**src/rtl/zstd_pkg.sv**
```systemverilog
// Shared types and constants for the Zstandard block-level decoder.
package zstd_pkg;

  typedef enum logic [1:0] {
    BT_RAW  = 2'd0,
    BT_RLE  = 2'd1,
    BT_CMP  = 2'd2,
    BT_RSVD = 2'd3
  } block_type_e;

  localparam int BLOCK_HDR_BYTES        = 3;
  localparam int CHECKSUM_BYTES         = 4;
  localparam int DEFAULT_MAX_BLOCK_SIZE = 131072;

  // Bit layout of the 24-bit little-endian block header.
  typedef struct packed {
    logic [20:0] size;
    block_type_e btype;
    logic        last;
  } hdr_t;

  typedef enum logic [3:0] {
    ST_IDLE,
    ST_HDR,
    ST_CHK,
    ST_RAW,
    ST_CMP,
    ST_RLE_B,
    ST_RLE_E,
    ST_NEXT,
    ST_CSUM,
    ST_DONE,
    ST_ERR
  } state_e;

endpackage

```
**src/rtl/zstd_byte_unpacker.sv**
```systemverilog
// 16-bit word to byte unpacker with a 4-byte buffer; bytes visible the cycle after push.
// Caller only pushes with >= 2 free slots; flush discards contents and may seed one byte.
module zstd_byte_unpacker (
  input  logic        clk,
  input  logic        reset_n,
  input  logic        flush,
  input  logic        load_vld,
  input  logic [7:0]  load_dat,
  input  logic        word_vld,
  input  logic [15:0] word_dat,
  input  logic        pop,
  output logic        byte_vld,
  output logic [7:0]  byte_dat,
  output logic [2:0]  cnt
);

  logic [3:0][7:0] mem_q, mem_d;
  logic [2:0]      cnt_q, cnt_d, base;

  always_comb begin
    mem_d = mem_q;
    cnt_d = cnt_q;
    base  = cnt_q;
    if (flush) begin
      mem_d    = '0;
      mem_d[0] = load_dat;
      cnt_d    = load_vld ? 3'd1 : 3'd0;
    end else begin
      if (pop && cnt_q != 3'd0) begin
        mem_d = {8'h00, mem_q[3:1]};
        base  = cnt_q - 3'd1;
      end
      cnt_d = base;
      // Earlier byte of the word lands first, right after whatever survives the pop.
      if (word_vld && base <= 3'd2) begin
        for (int i = 0; i < 4; i++) begin
          if (3'(i) == base)         mem_d[i] = word_dat[7:0];
          if (3'(i) == base + 3'd1)  mem_d[i] = word_dat[15:8];
        end
        cnt_d = base + 3'd2;
      end
    end
  end

  always_ff @(posedge clk or negedge reset_n) begin
    if (!reset_n) begin
      mem_q <= '0;
      cnt_q <= '0;
    end else begin
      mem_q <= mem_d;
      cnt_q <= cnt_d;
    end
  end

  assign byte_vld = (cnt_q != 3'd0);
  assign byte_dat = mem_q[0];
  assign cnt      = cnt_q;

endmodule

```
**src/rtl/zstd_block_parser.sv**
```systemverilog
// Decodes Zstandard block headers and emits Raw/RLE/Compressed payload bytes, then the checksum.
// Header to first payload byte >= 2 cycles; 1 byte/cycle; out_valid holds until out_ready.
module zstd_block_parser
  import zstd_pkg::*;
#(
  parameter int MAX_BLOCK_SIZE = DEFAULT_MAX_BLOCK_SIZE,
  parameter int CNT_W          = 16
) (
  input  logic             clk,
  input  logic             reset_n,
  input  logic             start,
  input  logic             extra_valid,
  input  logic [7:0]       extra_byte,
  input  logic             checksum_flag,
  input  logic [15:0]      data_in,
  input  logic             in_valid,
  output logic             in_ready,
  output logic [7:0]       out_byte,
  output logic             out_valid,
  input  logic             out_ready,
  output logic [1:0]       out_block_type,
  output logic             out_last,
  output logic             hdr_valid,
  output logic             last_block,
  output logic [1:0]       block_type,
  output logic [20:0]      block_size,
  output logic [CNT_W-1:0] block_count,
  output logic [31:0]      checksum,
  output logic             finished,
  output logic             error
);

  localparam logic [20:0] MAX_SZ = 21'(MAX_BLOCK_SIZE);

  state_e      state_q, state_d;
  logic        u_byte_vld;
  logic [7:0]  u_byte_dat;
  logic [2:0]  u_cnt;
  logic        active, word_vld, pop;
  logic        hdr_done, rem_ld, rem_dec, rle_ld, csum_sh;
  logic [1:0]  hdr_idx_q, csum_idx_q;
  logic [7:0]  h0_q, h1_q, rle_q;
  logic [20:0] rem_q;
  logic        csum_flag_q;
  hdr_t        hdr_w;

  assign active   = !(state_q inside {ST_IDLE, ST_DONE, ST_ERR});
  assign in_ready = active && (u_cnt <= 3'd2) && !start;
  assign word_vld = in_valid && in_ready;
  assign hdr_w    = hdr_t'({u_byte_dat, h1_q, h0_q});
  assign finished = (state_q == ST_DONE);
  assign error    = (state_q == ST_ERR);

  zstd_byte_unpacker u_unpack (
    .clk      (clk),
    .reset_n  (reset_n),
    .flush    (start),
    .load_vld (extra_valid),
    .load_dat (extra_byte),
    .word_vld (word_vld),
    .word_dat (data_in),
    .pop      (pop),
    .byte_vld (u_byte_vld),
    .byte_dat (u_byte_dat),
    .cnt      (u_cnt)
  );

  always_ff @(posedge clk or negedge reset_n) begin
    if (!reset_n) state_q <= ST_IDLE;
    else          state_q <= state_d;
  end

  always_comb begin
    state_d        = state_q;
    pop            = 1'b0;
    out_valid      = 1'b0;
    out_byte       = 8'h00;
    out_last       = 1'b0;
    out_block_type = 2'd0;
    hdr_done       = 1'b0;
    rem_ld         = 1'b0;
    rem_dec        = 1'b0;
    rle_ld         = 1'b0;
    csum_sh        = 1'b0;
    case (state_q)
      ST_HDR: begin
        if (u_byte_vld) begin
          pop = 1'b1;
          if (hdr_idx_q == 2'(BLOCK_HDR_BYTES - 1)) begin
            hdr_done = 1'b1;
            state_d  = ST_CHK;
          end
        end
      end
      ST_CHK: begin
        if (block_type == BT_RSVD || block_size > MAX_SZ) state_d = ST_ERR;
        else if (block_type == BT_RLE)                   state_d = ST_RLE_B;
        else if (block_size == 21'd0)                    state_d = ST_NEXT;
        else begin
          rem_ld  = 1'b1;
          state_d = (block_type == BT_CMP) ? ST_CMP : ST_RAW;
        end
      end
      ST_RAW, ST_CMP: begin
        out_valid      = u_byte_vld;
        out_byte       = u_byte_dat;
        out_last       = (rem_q == 21'd1);
        out_block_type = block_type;
        if (u_byte_vld && out_ready) begin
          pop     = 1'b1;
          rem_dec = 1'b1;
          if (rem_q == 21'd1) state_d = ST_NEXT;
        end
      end
      ST_RLE_B: begin
        if (u_byte_vld) begin
          pop     = 1'b1;
          rle_ld  = 1'b1;
          rem_ld  = 1'b1;
          state_d = (block_size == 21'd0) ? ST_NEXT : ST_RLE_E;
        end
      end
      ST_RLE_E: begin
        out_valid      = 1'b1;
        out_byte       = rle_q;
        out_last       = (rem_q == 21'd1);
        out_block_type = block_type;
        if (out_ready) begin
          rem_dec = 1'b1;
          if (rem_q == 21'd1) state_d = ST_NEXT;
        end
      end
      ST_NEXT: begin
        if (!last_block)      state_d = ST_HDR;
        else if (csum_flag_q) state_d = ST_CSUM;
        else                  state_d = ST_DONE;
      end
      ST_CSUM: begin
        if (u_byte_vld) begin
          pop     = 1'b1;
          csum_sh = 1'b1;
          if (csum_idx_q == 2'(CHECKSUM_BYTES - 1)) state_d = ST_DONE;
        end
      end
      default: ;
    endcase
    if (start) state_d = ST_HDR;
  end

  always_ff @(posedge clk or negedge reset_n) begin
    if (!reset_n) begin
      hdr_valid   <= 1'b0;
      last_block  <= 1'b0;
      block_type  <= 2'd0;
      block_size  <= 21'd0;
      block_count <= '0;
      checksum    <= 32'd0;
      csum_flag_q <= 1'b0;
      hdr_idx_q   <= 2'd0;
      csum_idx_q  <= 2'd0;
      h0_q        <= 8'h00;
      h1_q        <= 8'h00;
      rle_q       <= 8'h00;
      rem_q       <= 21'd0;
    end else begin
      hdr_valid <= 1'b0;
      if (start) begin
        last_block  <= 1'b0;
        block_type  <= 2'd0;
        block_size  <= 21'd0;
        block_count <= '0;
        checksum    <= 32'd0;
        csum_flag_q <= checksum_flag;
        hdr_idx_q   <= 2'd0;
        csum_idx_q  <= 2'd0;
      end else begin
        if (state_q == ST_HDR && pop) begin
          h1_q      <= u_byte_dat;
          h0_q      <= h1_q;
          hdr_idx_q <= hdr_done ? 2'd0 : hdr_idx_q + 2'd1;
        end
        if (hdr_done) begin
          hdr_valid  <= 1'b1;
          last_block <= hdr_w.last;
          block_type <= hdr_w.btype;
          block_size <= hdr_w.size;
          if (block_count != {CNT_W{1'b1}}) block_count <= block_count + CNT_W'(1);
        end
        if (rem_ld)       rem_q <= block_size;
        else if (rem_dec) rem_q <= rem_q - 21'd1;
        if (rle_ld) rle_q <= u_byte_dat;
        // First checksum byte is least significant, so shift in from the top.
        if (csum_sh) begin
          checksum   <= {u_byte_dat, checksum[31:8]};
          csum_idx_q <= csum_idx_q + 2'd1;
        end
      end
    end
  end

endmodule

```
**config.mk**
```make
export PLATFORM = sky130hd
export DESIGN_NAME = zstd_block_parser
export DESIGN_NICKNAME = d
export VERILOG_FILES = /design/src/rtl/zstd_pkg.sv /design/src/rtl/zstd_byte_unpacker.sv /design/src/rtl/zstd_block_parser.sv
export SDC_FILE = /design/constraint.sdc
export NUM_CORES = 1
export LEC_CHECK = 0
export CORE_AREA = 2 2 106 159
export DETAILED_ROUTE_END_ITERATION = 10
export DIE_AREA = 0 0 108 161
export GPL_ROUTABILITY_DRIVEN = 0
export PLACE_DENSITY = 0.82
export SLEW_MARGIN = 0
export SYNTH_ARGS = -nofsm -noshare
export SYNTH_HDL_FRONTEND = slang
export SYNTH_SLANG_ARGS = --single-unit
```
**constraint.sdc**
```tcl
create_clock -name clk -period 3 [get_ports clk]
set_input_delay 0.9 -clock clk [delete_from_list [all_inputs] [get_ports clk]]
set_output_delay 0.9 -clock clk [all_outputs]
set_load 0.01 [all_outputs]
```
# Word-level counts from Yosys, hierarchy flattened
# Index checks and enable logic that the tools add are counted.
[word_totals]
reg_bits = 162
in_bits = 31
[op_classes]
mux = 71
bitwise_logic = 1
reduce_logical = 30
magnitude_cmp = 3
addsub = 7
eq_ne = 30
[ops]
columns = ["cell", "count"]
rows = [
  ["$mux W32", 5],
  ["$mux W21", 4],
  ["$mux W8", 8],
  ["$mux W16", 3],
  ["$mux W4", 11],
  ["$pmux W4 S7", 1],
  ["$eq A21 B1 Y1 const B", 1],
  ["$gt A21 B18 Y1 const B", 1],
  ["$logic_not A21 Y1", 1],
  ["$mux W3", 7],
  ["$ne A3 B3 Y1 const B", 7],
  ["$sub A21 B1 Y21 const B", 1],
  ["$mux W1", 19],
  ["$add A16 B1 Y16 const B", 1],
  ["$eq A4 B3 Y1 const B", 4],
  ["$mux W2", 8],
  ["$ne A16 B16 Y1 const B", 1],
  ["$pmux W8 S2", 1],
  ["$eq A2 B3 Y1 const A", 4],
  ["$eq A4 B4 Y1 const B", 3],
  ["$reduce_bool A2 Y1", 5],
  ["$eq A2 B2 Y1 const B", 4],
  ["$eq A4 B2 Y1 const B", 2],
  ["$pmux W1 S2", 4],
  ["20 further kinds", 36],
]

# Logic depth before layout (Yosys ltp)
# Gate-level depths: netlist of run 1.
[depth]
depth_word = 12
mapped_depth = 11
depth_no_buf = 8

# Hierarchy
# Synthesis of run 1 repeated with hierarchy kept, for this count alone.
[hier_totals]
hier_cells = 982
area_unflattened_um2 = 8833.5
[by_module_without_submodules]
columns = ["module", "cells_each", "instances", "seq_area_each_um2", "area_per_inst_um2"]
rows = [
  ["zstd_block_parser", 734, 1, 3178.0, 6576.3],
  ["zstd_byte_unpacker", 248, 1, 875.8, 2257.2],
]

# Least setup slack after synthesis of run 1
# OpenSTA, ideal clock, no wires.
[synth_timing]
path_kind = "in2reg"
from = "in out_ready"
to = "reg u_unpack.mem_q[22] (netlist bit)"
setup_time_ps = 125
setup_slack_ps = 211
path_buffers = 1
arrival_time_ps = 2664
stages = 7
cell_sequence = "or4bb_1 o211ai_1 o2111ai_1 a21o_1 buf_2 and3b_1 a2111oi_0"
[synth_rtl]
columns = ["element", "line", "text"]
rows = [
  ["start, declared", "zstd_block_parser.sv:20", "input logic out_ready,"],
  ["end signal, assigned", "zstd_byte_unpacker.sv:50", "mem_q <= mem_d;"],
  ["end, declared", "zstd_byte_unpacker.sv:17", "logic [3:0][7:0] mem_q, mem_d;"],
]

==> run metrics, run 1 <==
maxcap violations=0; Worst Hold Class=in2async; post-synth top area share=between 40% and 50%; crit path kind=in2reg; Initial Util=between 50% and 60%; CP Launch Point=out_ready; CP Data Arrival Time=~3200 ps; period utilization=97.7%; WL met2=12800 um; global route overflow=0; dominant synthesized flop cell=dfrtp_1; worst skew pair latency=430 ps; hold buffer count at cts=0; first-pass GRT wire length=a little over 40000 um; count leader, synth=dfrtp_1; final setup vio count=0; min Tclk post-route=2930 ps; Antenna Nets Post-Route=0; drt first pass iters=6; DP HPWL=16800 um; drt first-iter violations=777; core region area=about 16000 um^2; syn_nets=941; r2r setup slk=150 ps; EDFF count, synth=0; Nets=between 1000 and 1500; status=completed; sequential element share of the synthesized area=between 40% and 50%; highest routed layer=met4; Register-to-Register Path Depth=8; DIE WIDTH=108 um; post-route DRC violation count=0; #FFs+latches synth=162; Max IR drop VDD=approximately 0.00050 V; number of synthesis warnings=0; Syn Std Cell Area=8650 um^2; Crit Path Max Fanout=8; Avg Vias per Cell=6.30; register share of total power=31.0%; final hold viol count=0; ys async rst share=100%; M1 wire length=9410 um; vias in the first global route=7892; library cells used by synthesis=68; synth cell count leaders=dfrtp_1, nand2_1, nor2_1, a21oi_1, mux2_2; largest area contributor in the synthesized netlist=dfrtp_1; NetSw=between 4 and 5 mW; top cells by area, synth=dfrtp_1, mux2_2, nand2_1; initial antenna violation count=0; Logic pwr share=46.3%; Leak=4.87 nW; Core Rows=57; Clock power frac=22.7%; Power Dens Cells=about 900 nW/um^2; worst hold slack=456 ps; Detail Route met3 WL=1620 um; syn_area_per_cell=9.59 um^2; drt total wl=between 20000 and 30000 um; CTS root buf=clkbuf_16; Slew Limit Fails=0; GRT Overall Usage=29.4%; R2R Path End=rem_q[10]$_DFFE_PN0P_; fin util=70.1%; Placed Cells=1241; I/O Buffers=118; max_slew headroom=38.2%; Die Y=161 um; non-filler cells, final=1278; fmax=341 MHz; layout overhead on the synthesized area=30.1%; clock buffer depth=2; Post-Syn Instances=~900; register clock-pin slew on the reported worst setup and hold paths=about 70 ps; crit path capture type=register; Worst Setup Start Kind=primary input; vias post-DR=slightly above 8000; switching part of the total power=around 40%; Worst EP required=3310 ps; total I/O pin count=119; drt wl/cell=19.6 um; clock sinks=roughly 160; CTS tree=yes; die area=17400 um^2; clock buffer count from CTS=17; Internal Power=5.88 mW; Worst-Margin Slew=~930 ps; worst clock skew=14.6 ps; CTS H-tree depth=4; reg2reg start=state_q[2]$_DFFE_PN0P_; Antenna diodes=0; layout cells sized above 1=18.0%; largest net degree at the start of global routing=68
[worst max-delay path by stage]
stage	endpoint	slack (ps)	cells past startpoint
after floorplan	u_unpack.mem_q[22]$_DFF_PN0_	210	7
after global placement	u_unpack.mem_q[9]$_DFF_PN0_	-290	7
after detailed placement	u_unpack.mem_q[12]$_DFF_PN0_	-360	7
after CTS	in_ready	5	7
after global routing	u_unpack.byte_dat[4]$_DFF_PN0_	-8	8
final	u_unpack.byte_dat[4]$_DFF_PN0_	70	10
[power by group through the flow]
stage,Combinational [mW],Clock [mW],Sequential [mW]
2_1_floorplan,2.78,0,2.90
3_3_place_gp,4.19,0,3.04
3_5_place_dp,4.27,0,3.06
4_1_cts,4.41,2.28,3.04
5_1_grt,4.94,2.37,3.11
6_report,4.60,2.26,3.07
[cell type report]
| type | count | area (um^2) |
|---|---|---|
| fillers | 1144 | 4790 |
| multi-input cells | 660 | 4400 |
| flip-flops and latches | 162 | 4060 |
| repair buffers | 196 | 1830 |
| clock buffers | 17 | 425 |
| well taps | 206 | 258 |
| clock inverters | 15 | 196 |
| inverters | 22 | 82.6 |
[layer usage]
| layer | up-vias | global-route usage [%] |
|---|---|---|
| met2 | 410 | 49.1 |
| met4 | 0 | 14.6 |
| met1 | 3908 | 36.9 |
| met3 | 110 | 4.56 |
| met5 | - | 0 |
| li1 | 3622 | - |
[worst max-delay path, stage by stage]
cell and delay [ps]:
clkdlybuf4s50_1 480, or4bb_4 550, o211ai_1 130, buf_4 190, o211ai_1 150, mux2i_1 170, buf_4 200, buf_12 130
a21oi_1 80, o31ai_1 280
[cell usage in the layout, fill, tap and decap left out, types with 5 or more instances in the layout]
master,count
nand2_1,114
o211ai_1,19
inv_8,5
and3_1,9
buf_4,70
a211oi_1,8
dfrtp_1,160
o21ai_0,24
clkdlybuf4s50_1,103
mux2i_1,33
clkbuf_16,17
ha_1,8
nor2_1,72
nor2b_1,7
xnor2_1,7
nor3_1,28
a21oi_1,66
nor4_1,6
and2_1,6
o22ai_1,11
mux2_2,49
a221o_1,6
a22oi_1,10
nand4_1,7
clkinv_8,5
xor2_1,8
buf_12,6
o31ai_1,12
a22o_1,22
inv_1,21
nand3_1,28
or3_1,10
dlygate4sd2_1,11
nand2b_1,6
[sequential cells by signal, indices dropped and copies added (netlist names)]
| signal | count |
|---|---|
| block_count | 16 |
| block_size | 21 |
| block_type | 2 |
| checksum | 32 |
| csum_flag_q | 1 |
| csum_idx_q | 2 |
| h0_q | 8 |
| h1_q | 8 |
| hdr_idx_q | 2 |
| hdr_valid | 1 |
| last_block | 1 |
| rem_q | 21 |
| rle_q | 8 |
| state_q | 4 |
| u_unpack.byte_dat | 8 |
| u_unpack.cnt | 3 |
| u_unpack.mem_q | 24 |
[metrics by stage]
stage	setup slack (ps)	setup TNS (ps)	instance area, um^2	total power [mW]
floorplan	211	0	8650	5.68
global placement	-295	-7550	10500	7.22
detailed placement	-357	-8490	10500	7.33
CTS	4.80	0	11200	9.73
global route	-8.05	-8.05	11300	10.4
finish	69.9	0	11300	9.93
[cells by family after synthesis]
logic type / after synthesis / share of synthesized area (%)
buffers and inverters: 80 / 3.86
AO/OA/AOI/OAI: 226 / 18.1
adder cells (fa/ha/maj): 8 / 1.16
XOR/XNOR: 15 / 1.52
AND/OR/NAND/NOR: 329 / 18.3
flip-flops: 162 / 46.9
multiplexers: 82 / 10.2
[timing repair]
| action | CTS | global route |
|---|---|---|
| setup endpoints to repair | 15 | 26 |
| buffers inserted | 5 | 0 |
| gates resized for setup | 30 | 18 |
| pin swaps | 6 | 2 |
Power figures use the tool's default switching activity.
==> run 2, diff against run 1 <==
--- a/config.mk
+++ b/config.mk
@@ -5,11 +5,11 @@
 export SDC_FILE = /design/constraint.sdc
 export NUM_CORES = 1
 export LEC_CHECK = 0
-export CORE_AREA = 2 2 106 159
+export CORE_AREA = 2 2 134 123
 export DETAILED_ROUTE_END_ITERATION = 10
-export DIE_AREA = 0 0 108 161
+export DIE_AREA = 0 0 136 125
 export GPL_ROUTABILITY_DRIVEN = 0
-export PLACE_DENSITY = 0.82
+export PLACE_DENSITY = 0.84
 export SLEW_MARGIN = 0
 export SYNTH_ARGS = -nofsm -noshare
 export SYNTH_HDL_FRONTEND = slang
==> run metrics, run 2 (synthesis gave the netlist of run 1 again) <==
GRT Overall Usage=30.0% (+0.60 points); period utilization=98.5% (+0.87 points); first-pass GRT wire length=40200 um (-0.34%); commonest non-fill, non-tap cell in the layout=dfrtp_1; largest reg by FF count=checksum; drt first pass iters=5 (-1); Total Power=10.3 mW (+3.9%); Power Dens Cells=893 nW/um^2 (+1.2%); r2r setup slk=100 ps (-50 ps); largest net degree at the start of global routing=65 (-4.4%); Die Y=125 um (-22%); Slew Limit Fails=0 (unchanged); drt first-iter violations=859 (+11%); min Tclk post-route=2960 ps (+26.0 ps); CTS tree=yes; Nets=1138 (+3.6%); final setup vio count=0 (unchanged); hold buffer count at cts=0 (unchanged); post-route DRC violation count=0 (unchanged); Core Rows=44 (-23%); crit path capture type=output pin; final hold viol count=0 (unchanged); Register-to-Register Path Depth=8 (unchanged); max_slew headroom=48.1% (+10 points); Max IR drop VDD=0.000531 V (+6.3%); crit path buf inv count=3 (-1); Antenna diodes=0 (unchanged); reg2reg start=state_q[2]$_DFFE_PN0P_; register clock-pin slew on the reported worst setup and hold paths=70 ps (about the same); vias in the first global route=7619 (-3.5%); fmax=338 MHz (-0.88%); max FFs per register=32 (unchanged); vias post-DR=8206 (+1.9%); clock buffer depth=2 (unchanged); clock sinks=162 (unchanged); Final Cell Area=11600 um^2 (+2.7%); CTS root buf=clkbuf_16; Leak=5.08 nW (+4.3%); crit path kind=reg2out; fin util=73.4% (+3.3 points); drt wl/cell=19.3 um (-1.8%); Worst EP required=2100 ps (-1210 ps); DP HPWL=16900 um (+0.51%); total I/O pin count=119 (unchanged); initial antenna violation count=0 (unchanged); Initial Util=54.9% (+1.0 points); layout overhead on the synthesized area=33.7%; Cell Area, Placed=10600 um^2 (+1.2%); die area=17000 um^2 (-2.2%); global route overflow=0 (unchanged); Setup TNS Final=0 ps (unchanged); top flop regs=checksum (32), u_unpack.mem_q (24); Avg Vias per Cell=6.22 (-1.2%); max incr delay on CP=440 ps (-110 ps); delay-heaviest family, CP=simple AND/OR/NAND/NOR gates; worst skew pair latency=440 ps (about the same); Worst-Margin Slew=777 ps (-151 ps); maxcap violations=0 (unchanged); CP cell instances=inv_2 > buf_6 > ha_1 > nor2b_1 > or4_4 > nor2_4 > clkdlybuf4s15_2; DIE WIDTH=136 um (+26%); worst clock skew=11.7 ps (-2.88 ps); Worst Hold Class=in2async; I/O Buffers=118 (unchanged); R2R Path End=rem_q[10]$_DFFE_PN0P_; CTS H-tree depth=4 (unchanged); clock buffer count from CTS=17 (unchanged); most frequent cells in the layout=dfrtp_1, nand2_1, buf_4, clkdlybuf4s50_1, nor2_1; drt total wl=25400 um (+1.3%); CP Data Arrival Time=2060 ps (-1180 ps); Worst path slowest cell=or4_4; status=completed; Worst Setup Start Kind=register; core region area=15700 um^2 (-1.9%); Antenna Nets Post-Route=0 (unchanged); layout cells sized above 1=21.7% (+3.7 points); Crit Path Max Fanout=8 (unchanged)
==> run 2: cell types whose count changed in the layout (fill, tap and decap cells not counted), sizes merged <==
cell           change
buf               +41
dlymetal6s2s       +2
dlygate4sd2        -1
clkinv             -4
clkbuf             -1
inv                +1
clkinvlp           +2
bufinv             +1
clkdlybuf4s50      -1
==> run 2: what timing repair did <==
item,CTS,global route
pin swaps,6,16
buffers inserted,22,9
setup endpoints to repair,15,51
gates resized for setup,35,25
==> run 2: metal layers <==
metal  vias up  routed length [um]  track usage, %
li1       3709                   -               -
met1      3992               10800            43.0
met2       440               11700            44.3
met3        65                2330            8.11
met4         0                 612            10.4
met5         -                   0               0
==> run 2: layout make-up <==
cell class	count	area [um^2]
clock buffers	17	425
clock inverters	15	164
fillers	1146	4190
inverters	22	82.6
multi-input cells	660	4410
flip-flops and latches	162	4060
well taps	207	259
repair buffers	236	2160
==> run 2: through the flow <==
stage	hold WS [ps]	instances	setup slack [ps]
2_1_floorplan	469	902	211
3_3_place_gp	474	1257	-389
3_5_place_dp	489	1257	-468
6_report	426	1319	43.9
4_1_cts	457	1311	15.4
5_1_grt	479	1319	-44.7
==> run 2: report_power, final <==
group          total, mW  switching [mW]  internal (mW)
logic               5.05            2.61           2.44
registers           3.07           0.466           2.61
clock network       2.20            1.01           1.18
==> run 2: how the worst max path moves through the flow <==
stage,startpoint,to,slack (ps),depth (start not counted)
3_3_place_gp,out_ready,u_unpack.mem_q[22]$_DFF_PN0_,-390,7
2_1_floorplan,out_ready,u_unpack.mem_q[22]$_DFF_PN0_,210,7
6_report,u_unpack.cnt[0]$_DFF_PN0_,in_ready,40,7
5_1_grt,u_unpack.cnt[0]$_DFF_PN0_,in_ready,-40,7
3_5_place_dp,out_ready,u_unpack.mem_q[22]$_DFF_PN0_,-470,7
4_1_cts,out_ready,u_unpack.mem_q[22]$_DFF_PN0_,20,7
==> run 2: worst reg2reg max path, stage by stage (launching register included) <==
cell	delay [ps]
dfrtp_2	430
buf_4	180
or4b_4	580
or3_1	330
or4_4	530
a31oi_4	180
buf_4	180
a211oi_1	70
a221o_1	300
==> run 3, diff against run 2 <==
==> constraint.sdc (replaced) <==
create_clock -name clk -period 3 [get_ports clk]
set_input_delay 0.6 -clock clk [delete_from_list [all_inputs] [get_ports clk]]
set_output_delay 0.6 -clock clk [all_outputs]
set_load 0.01 [all_outputs]
==> run metrics, run 3 (synthesis gave the netlist of run 1 again) <==
GR peak layer=met2; fin util=70.2% (-3.2 points); CP Launch Point=rem_q[11]$_DFFE_PN0P_; Antenna diodes=0 (unchanged); Power Dens Cells=858 nW/um^2 (-3.9%); Max IR drop VDD=0.000535 V (+0.76%); drt first-iter violations=980 (+14%); global route overflow=0 (unchanged); RSZ-0062 raised after global routing=yes; vias post-DR=7814 (-4.8%); core region area=15700 um^2 (unchanged); first-pass GRT wire length=39200 um (-2.6%); CTS root buf=clkbuf_16; Die Y=125 um (unchanged); GRT Overall Usage=29.1% (-0.91 points); drt wl/cell=19.1 um (-1.0%); crit path kind=reg2out; clock buffer count from CTS=17 (unchanged); final hold viol count=0 (unchanged); crit path capture type=output pin; I/O Buffers=118 (unchanged); worst hold slack=198 ps (-228 ps); Leak=4.72 nW (-6.9%); DIE WIDTH=136 um (unchanged); DP HPWL=16300 um (-3.9%); min Tclk post-route=2910 ps (-47.7 ps); Core Rows=44 (unchanged); drt first pass iters=9 (+4); vias in the first global route=7520 (-1.3%); Worst EP required=2400 ps (+300 ps); Total Power=9.49 mW (-8.1%); CTS H-tree depth=4 (unchanged); drt total wl=24100 um (-5.2%); largest net degree at the start of global routing=75 (+15%); final setup vio count=0 (unchanged); Worst Setup Start Kind=register; r2r setup slk=150 ps (+50 ps); area of the multi-input gates=4330 um^2 (-1.8%); GR Util met3=6.12% (-2.0 points); worst setup path end=out_last; max FFs per register=32 (unchanged); Nets=1083 (-4.8%); CTS tree=yes; R2R Path End=u_unpack.mem_q[13]$_DFF_PN0_; Worst-Margin Slew=781 ps (+4.53 ps); sequential cell area=4050 um^2 (about the same); die area=17000 um^2 (unchanged); layout overhead on the synthesized area=27.8%; most frequent cells in the layout=dfrtp_1, nand2_1, clkdlybuf4s50_1, nor2_1, a21oi_1; top flop regs=checksum (32), u_unpack.mem_q (24); Setup Fix Bufs, Post-CTS=0 (-100%); Final Cell Area=11100 um^2 (-4.4%); worst skew pair latency=430 ps (about the same); reg2reg start=state_q[1]$_DFFE_PN0P_; fmax=344 MHz (+1.6%); largest reg by FF count=checksum; Slew Limit Fails=0 (unchanged); met2 usage=43.6% (-0.65 points); Initial Util=54.9% (unchanged); Antenna Nets Post-Route=0 (unchanged); maxcap violations=0 (unchanged); Crit Path Max Fanout=5 (-3); status=completed; post-route DRC violation count=0 (unchanged); max_slew headroom=47.8% (-0.30 points); commonest non-fill, non-tap cell in the layout=dfrtp_1; Worst Hold Class=in2async; clock sinks=162 (unchanged); period utilization=96.9% (-1.6 points); non-filler cells, final=1264 (-4.2%); Register-to-Register Path Depth=9 (+1); CP Data Arrival Time=2310 ps (+250 ps); clock buffer depth=2 (unchanged); Cell Area, Placed=10400 um^2 (-1.8%); Placed Cells=1232 (-2.0%); fill count=1210 (+5.6%); register clock-pin slew on the reported worst setup and hold paths=60 ps (about the same); total I/O pin count=119 (unchanged); layout cells sized above 1=15.9% (-5.8 points); initial antenna violation count=0 (unchanged); met1 Use GR=42.6% (-0.39 points); Avg Vias per Cell=6.18 (-0.63%); worst clock skew=9.13 ps (-2.55 ps)
[run 3: cell types whose count changed in the layout (fill, tap and decap cells not counted), moves of 3 or more]
cell | previous run | this run
buf_4 | 108 | 56
clkdlybuf4s50_1 | 102 | 113
dlygate4sd2_1 | 10 | 2
clkbuf_8 | 0 | 3
clkinvlp_4 | 2 | 5
dfrtp_1 | 159 | 162
dfrtp_2 | 3 | 0
inv_8 | 4 | 1
nor2_1 | 69 | 72
[run 3: stage by stage]
stage / TNS [ps] / setup slack (ps)
2_1_floorplan: 0 / 234
3_3_place_gp: -456 / -65.7
3_5_place_dp: -1120 / -115
4_1_cts: 0 / 18.4
5_1_grt: -21.4 / -21.4
6_report: 0 / 91.6
[run 3: timing repair]
action / CTS / global route
hold buffers: 0 / 0
gates resized for setup: 9 / 7
pin swaps: 0 / 1
endpoints found under the setup margin: 3 / 6
gates cloned: 0 / 0
[run 3: where the power goes]
group,switching (mW),internal [mW]
Sequential,0.428,2.61
Clock,0.949,1.22
Combinational,2.36,1.92
Total,3.74,5.75
[run 3: area by class of cell]
class	instances	share of cell area, %
clock buffers	20	4.22
clock inverters	12	1.08
inverters	22	0.747
multi-input cells	660	39.2
flip-flops and latches	162	36.7
well taps	207	2.34
repair buffers	181	15.8
[run 3: per-layer routing]
| metal | routed length (um) | vias to the layer above |
|---|---|---|
| met2 | 11100 | 379 |
| met3 | 1930 | 54 |
| li1 | - | 3588 |
| met1 | 10500 | 3793 |
| met5 | 0 | - |
| met4 | 546 | 0 |
[run 3: how the worst min path moves through the flow]
| stage | from | to | slack, ps | depth (start not counted) |
|---|---|---|---|---|
| 6_report | reset_n | block_count[7]$_DFFE_PN0P_ | 200 | 1 |
| 5_1_grt | reset_n | block_count[9]$_DFFE_PN0P_ | 230 | 1 |
| 4_1_cts | reset_n | block_count[7]$_DFFE_PN0P_ | 220 | 1 |
| 3_5_place_dp | h0_q[5]$_DFFE_PN0P_ | block_size[2]$_DFFE_PN0P_ | 490 | 1 |
| 3_3_place_gp | h0_q[6]$_DFFE_PN0P_ | block_size[3]$_DFFE_PN0P_ | 470 | 1 |
| 2_1_floorplan | reset_n | block_count[0]$_DFFE_PN0P_ | 300 | 0 |
[run 3: worst max-delay path, cell delays in order (launching register included)]
cell and delay (ps):
dfrtp_1 420, nor2_1 290, nand3_2 200, nor4_2 290, and2_1 160, clkdlybuf4s50_1 530
